### src/rtl/instr_classifier_pkg.sv
// Shared definitions for the instruction classifier: widths, instruction IDs,
// format codes and functional-class codes.
package instr_classifier_pkg;

  localparam int WIDTH_INSTR  = 6;
  localparam int WIDTH_FORMAT = 2;
  localparam int WIDTH_FUNC   = 4;

  // Encoding format of an instruction
  typedef enum logic [WIDTH_FORMAT-1:0] {
    F_NONE = 2'd0,
    F_R    = 2'd1,
    F_I    = 2'd2,
    F_J    = 2'd3
  } format_e;

  // Functional class used by next-PC, hazard and forwarding logic
  typedef enum logic [WIDTH_FUNC-1:0] {
    I_NOP    = 4'd0,
    I_ALU_R  = 4'd1,
    I_ALU_I  = 4'd2,
    I_MEM_R  = 4'd3,
    I_MEM_W  = 4'd4,
    I_BRANCH = 4'd5,
    I_JUMP   = 4'd6,
    I_MD     = 4'd7,
    I_CP0    = 4'd8
  } ifunc_e;

  // Pre-decoded instruction IDs. ID 0 is NOP/unknown; 54..63 are unused.
  typedef enum logic [WIDTH_INSTR-1:0] {
    ID_NOP   = 6'd0,
    ID_ADD   = 6'd1,  ID_ADDU  = 6'd2,  ID_SUB   = 6'd3,  ID_SUBU  = 6'd4,
    ID_AND   = 6'd5,  ID_OR    = 6'd6,  ID_XOR   = 6'd7,  ID_NOR   = 6'd8,
    ID_SLT   = 6'd9,  ID_SLTU  = 6'd10, ID_SLL   = 6'd11, ID_SRL   = 6'd12,
    ID_SRA   = 6'd13, ID_SLLV  = 6'd14, ID_SRLV  = 6'd15, ID_SRAV  = 6'd16,
    ID_ADDI  = 6'd17, ID_ADDIU = 6'd18, ID_ANDI  = 6'd19, ID_ORI   = 6'd20,
    ID_XORI  = 6'd21, ID_SLTI  = 6'd22, ID_SLTIU = 6'd23, ID_LUI   = 6'd24,
    ID_LW    = 6'd25, ID_LH    = 6'd26, ID_LHU   = 6'd27, ID_LB    = 6'd28,
    ID_LBU   = 6'd29,
    ID_SW    = 6'd30, ID_SH    = 6'd31, ID_SB    = 6'd32,
    ID_BEQ   = 6'd33, ID_BNE   = 6'd34, ID_BLEZ  = 6'd35, ID_BGTZ  = 6'd36,
    ID_BLTZ  = 6'd37, ID_BGEZ  = 6'd38,
    ID_J     = 6'd39, ID_JAL   = 6'd40, ID_JR    = 6'd41, ID_JALR  = 6'd42,
    ID_MULT  = 6'd43, ID_MULTU = 6'd44, ID_DIV   = 6'd45, ID_DIVU  = 6'd46,
    ID_MFHI  = 6'd47, ID_MFLO  = 6'd48, ID_MTHI  = 6'd49, ID_MTLO  = 6'd50,
    ID_MFC0  = 6'd51, ID_MTC0  = 6'd52, ID_ERET  = 6'd53
  } instr_id_e;

  localparam int NUM_IDS = 54;

  // Classification result carried through the LUT and output register
  typedef struct packed {
    format_e fmt;
    ifunc_e  func;
  } class_t;

  localparam class_t CLASS_NONE = '{fmt: F_NONE, func: I_NOP};

endpackage

### src/rtl/instr_classifier_lut.sv
// Pure combinational ROM: instruction ID -> {format, functional class}.
// Anything not listed (NOP, unused IDs) maps to F_NONE/I_NOP, never X.
module instr_classifier_lut
  import instr_classifier_pkg::*;
(
  input  logic [WIDTH_INSTR-1:0] instr,
  output class_t                 cls
);

  // Case-statement lookup with an all-zero default
  always_comb begin
    cls = CLASS_NONE;
    case (instr)
      ID_ADD, ID_ADDU, ID_SUB, ID_SUBU, ID_AND, ID_OR, ID_XOR, ID_NOR,
      ID_SLT, ID_SLTU, ID_SLL, ID_SRL, ID_SRA, ID_SLLV, ID_SRLV, ID_SRAV:
        cls = '{fmt: F_R, func: I_ALU_R};
      ID_ADDI, ID_ADDIU, ID_ANDI, ID_ORI, ID_XORI, ID_SLTI, ID_SLTIU, ID_LUI:
        cls = '{fmt: F_I, func: I_ALU_I};
      ID_LW, ID_LH, ID_LHU, ID_LB, ID_LBU:
        cls = '{fmt: F_I, func: I_MEM_R};
      ID_SW, ID_SH, ID_SB:
        cls = '{fmt: F_I, func: I_MEM_W};
      ID_BEQ, ID_BNE, ID_BLEZ, ID_BGTZ, ID_BLTZ, ID_BGEZ:
        cls = '{fmt: F_I, func: I_BRANCH};
      ID_J, ID_JAL:
        cls = '{fmt: F_J, func: I_JUMP};
      // register-target jumps use the R encoding
      ID_JR, ID_JALR:
        cls = '{fmt: F_R, func: I_JUMP};
      ID_MULT, ID_MULTU, ID_DIV, ID_DIVU, ID_MFHI, ID_MFLO, ID_MTHI, ID_MTLO:
        cls = '{fmt: F_R, func: I_MD};
      ID_MFC0, ID_MTC0, ID_ERET:
        cls = '{fmt: F_R, func: I_CP0};
      default:
        cls = CLASS_NONE;
    endcase
  end

endmodule

### src/rtl/instr_classifier.sv
// Instruction classifier: zero-latency format/func lookup plus a one-cycle
// registered copy for pipelined consumers. Reset only clears the registered copy.
module instr_classifier
  import instr_classifier_pkg::*;
(
  input  logic                    clk,
  input  logic                    reset,
  input  logic [WIDTH_INSTR-1:0]  instr,
  output logic [WIDTH_FORMAT-1:0] format,
  output logic [WIDTH_FUNC-1:0]   func,
  output logic [WIDTH_FORMAT-1:0] format_q,
  output logic [WIDTH_FUNC-1:0]   func_q
);

  class_t cls;
  class_t cls_q;

  instr_classifier_lut u_lut (
    .instr (instr),
    .cls   (cls)
  );

  // Register the live classification every edge; reset wins over instr
  always_ff @(posedge clk) begin
    if (reset) cls_q <= CLASS_NONE;
    else       cls_q <= cls;
  end

  assign format   = cls.fmt;
  assign func     = cls.func;
  assign format_q = cls_q.fmt;
  assign func_q   = cls_q.func;

endmodule

### config.mk
export PLATFORM = sky130hd
export DESIGN_NAME = instr_classifier
export DESIGN_NICKNAME = d
export VERILOG_FILES = /design/src/rtl/instr_classifier_pkg.sv /design/src/rtl/instr_classifier_lut.sv /design/src/rtl/instr_classifier.sv
export SDC_FILE = /design/constraint.sdc
export NUM_CORES = 1
export LEC_CHECK = 0
export BUFFER_PORTS_ARGS = -buffer_cell sky130_fd_sc_hd__buf_2
export CAP_MARGIN = 25
export CORE_AREA = 8 8 45 47
export DETAILED_ROUTE_END_ITERATION = 7
export DIE_AREA = 0 0 53 55
export RECOVER_POWER = 100
export SYNTH_ARGS = -nofsm -noshare
export SYNTH_HDL_FRONTEND = slang
export SYNTH_HIERARCHICAL = 1
export SYNTH_SLANG_ARGS = --single-unit
### constraint.sdc
create_clock -name clk -period 3.25 [get_ports clk]
set_input_delay 0.8125 -clock clk [delete_from_list [all_inputs] [get_ports clk]]
set_output_delay 0.8125 -clock clk [all_outputs]
set_load 0.01 [all_outputs]
==> impl_metrics.csv <==
group,metric,value,unit
sta,slew_violations,0,
power_and_ir_drop,pwr-share-seq,0.395,
floorplanning,io_pins,20,
clocking,cts_made_buffers,3,
synth,yosysMostFrequentCell,"nand2_1",
clocking,clk_pin_slew,0.04,ns
worst_setup_path,cp.arrival,2.02,ns
worst_setup_path,critPathCaptureType,"primary output",
drt,wirelength,1145,µm
worst_setup_path,cp_common_cell,"clkbuf_1",
synth,ys_warn_count,6,
power_and_ir_drop,power,0.2011,mW
synth,netlist_area,476.7,µm²
floorplanning,die_x,53,µm
layout,area_growth,10.24,%
clocking,cts_setup_buffers,0,
layout,stdcell_count,92,
clocking,cts_sinks,6,
floorplanning,die_h,55,µm
floorplanning,die_area,2915,µm²
sta,tns,0,ns
placed_design,post-dp-hpwl,873,µm
sta,period_share,0.8709,
sta,max_freq,353.3,MHz
synth,ys.flop_type,"dfxtp_1",
placed_design,numPortBuffers,19,
power_and_ir_drop,pwr-share-clk,0.327,
synth,synth_compound_area_frac,0.3150,
worst_setup_path,worst-path-buf-inv,2,
layout,n_antenna_cell,0,
global_route,grt_overflow,0,
synth,avgSynthCellArea,7.945,µm²
drt,firstDrtPassIters,4,
floorplanning,core-area,1384,µm²
sta,finalSetupViolations,0,
synth,synth_top_family_by_area,"compound AO/OA/AOI/OAI gates",
global_route,antenna_found_initial,0,
global_route,grt_start_max_net_pins,16,
worst_setup_path,crit_family,"buffers and inverters",
power_and_ir_drop,switching_share,0.3008,
sta,maxSlewHeadroom,0.7001,
drt,routedWlPerCell,12.45,µm
synth,synth-seq-cells,6,
job,max-cap-violations,0,
power_and_ir_drop,cellLeakagePower,0.2069,nW
clocking,tritoncts,"built",
global_route,first_global_vias,415,
worst_setup_path,crit_start,"instr[0]",
synth,synth-xor-area-share,0,
synth,yosysSeqAreaShare,0.2520,
floorplanning,initial_core_util,0.3445,
synth,muxShareOfSynthArea,0.02100,
sta,period_needed,2.830,ns
power_and_ir_drop,comb_power_share,0.279,
synth,synth_top_area_frac,0.2520,
drt,num_vias,498,
status,outcome,"complete, no violations",
drt,avgViaCountPerCell,5.413,
power_and_ir_drop,peakVddDrop,0.1075,mV
drt,remaining_drc_errors,0,
power_and_ir_drop,power.switching,0.06050,mW
synth,syn_inst,60,
clocking,cts_hold_buf,0,
floorplanning,placementRows,14,
placed_design,dp_cells,89,
hold_path,hold_class,"primary input to flip-flop",
worst_setup_path,path_max_fanout,11,
worst_setup_path,path_cells,"clkbuf_1 > a211oi_1 > or3_1 > a22oi_1 > clkbuf_1",
synth,synth_adder_area_share,0,
worst_setup_path,crit_required,2.44,ns
synth,yosys.area_share.simple,0.2598,
clocking,cts-root-buf,"clkbuf_4",
layout,layout-drive-gt1-share,0.1316,
synth,yosys.area.top_type,"dfxtp_1",
sta,worst_pin_slew,0.4498,ns
layout,fin_nets,86,
drt,drtIter0Drc,22,
worst_setup_path,crit_type,"primary input to primary output",
synth,synth_area_leaders,"dfxtp_1, buf_6, nor2b_1, nand2_1, o22ai_1",
worst_setup_path,cp-start-kind,"primary input",
drt,ant_nets,0,
synth,synth-edff-count,0,
synth,synth.top_cells.by_count,"nand2_1, dfxtp_1, nor2b_1",
worst_setup_path,critPathSlowestCell,"or3_1",
synth,syn-num-nets,68,
synth,ys_types,27,
power_and_ir_drop,p_per_area,382.7,nW/µm²
clocking,clk_path_buf_depth,2,
layout,fillers,156,
synth,async_flop_share,0,
placed_design,place_congestion,0.8210,
power_and_ir_drop,p_int,0.1406,mW
global_route,grt_usage,0.08033,
sta,hold_viol,0,
global_route,grt_pass1_wl,1807,µm
sta,rsz0062_at_grt,"no",
hold_path,hold_path_startpoint,"reset",
clocking,cts_max_level,1,
worst_setup_path,max_stage_delay,0.36,ns
clocking,ctsResizeCount,0,
## routing by layer
metal | global-route usage | part of all wire | up-vias | wire, µm
li1 | - | - | 251 | -
met2 | 0.1113 | 0.42 | 24 | 476
met3 | 0.02406 | 0.12 | 2 | 138
met1 | 0.1094 | 0.45 | 221 | 511
met5 | 0 | 0 | - | 0
met4 | 0.03879 | 0.017 | 0 | 19
## power by group through the flow
stage	sequential (mW)	combinational [mW]	clock, mW
2_1_floorplan	0.0832	0.0431	0
3_3_place_gp	0.0804	0.0612	0
3_5_place_dp	0.0806	0.0614	0
4_1_cts	0.0793	0.0616	0.0689
5_1_grt	0.0797	0.0628	0.0752
6_report	0.0794	0.0560	0.0657
## final cells by class
type	instances	area [µm²]	share of cell area
inverters	3	11.26	0.02143
flip-flops and latches	6	120.1	0.2286
repair buffers	19	78.83	0.1500
clock buffers	3	22.52	0.04286
well taps	16	20.02	0.03810
multi-input cells	45	272.8	0.5190
## final timing paths
path / to / slack [ns] / depth (start not counted)
worst max-delay path: func[0] / 0.42 / 5
worst min-delay path: func_q[3] / 0.81 / 2
## state kept, by name, indices dropped and copies added, names as in the netlist
| name | cells |
|---|---|
| format_q | 2 |
| func_q | 4 |
## per-stage QoR
stage | hold WS (ns) | setup slack [ns] | area (µm²) | utilization
final | 0.8122 | 0.4195 | 525.5 | 0.3797
after global routing | 0.8208 | 0.3220 | 525.5 | 0.3797
after global placement | 1.059 | 0.5873 | 530.5 | 0.3834
after detailed placement | 1.057 | 0.5360 | 530.5 | 0.3834
after floorplan | 0.8841 | 0.8778 | 476.7 | -
after CTS | 0.8021 | 0.5363 | 553.0 | 0.3996
## cell families after synthesis
kind of cell,after synthesis
AOI/OAI and AO/OA,20
DFF,6
muxes,1
buffers and inverters,9
and+or+nand+nor,24
## cell usage in the layout, fill, tap and decap left out, types with 2 or more instances in the layout
cell / instances
clkbuf_1: 13
nand2_1: 7
nor2b_1: 6
dfxtp_1: 6
buf_2: 6
nor2_1: 4
clkbuf_4: 3
inv_1: 3
o22ai_1: 3
a21oi_1: 3
o21ai_0: 3
o31ai_1: 2
a211oi_1: 2
nor4_1: 2
Power figures use the tool's default switching activity.
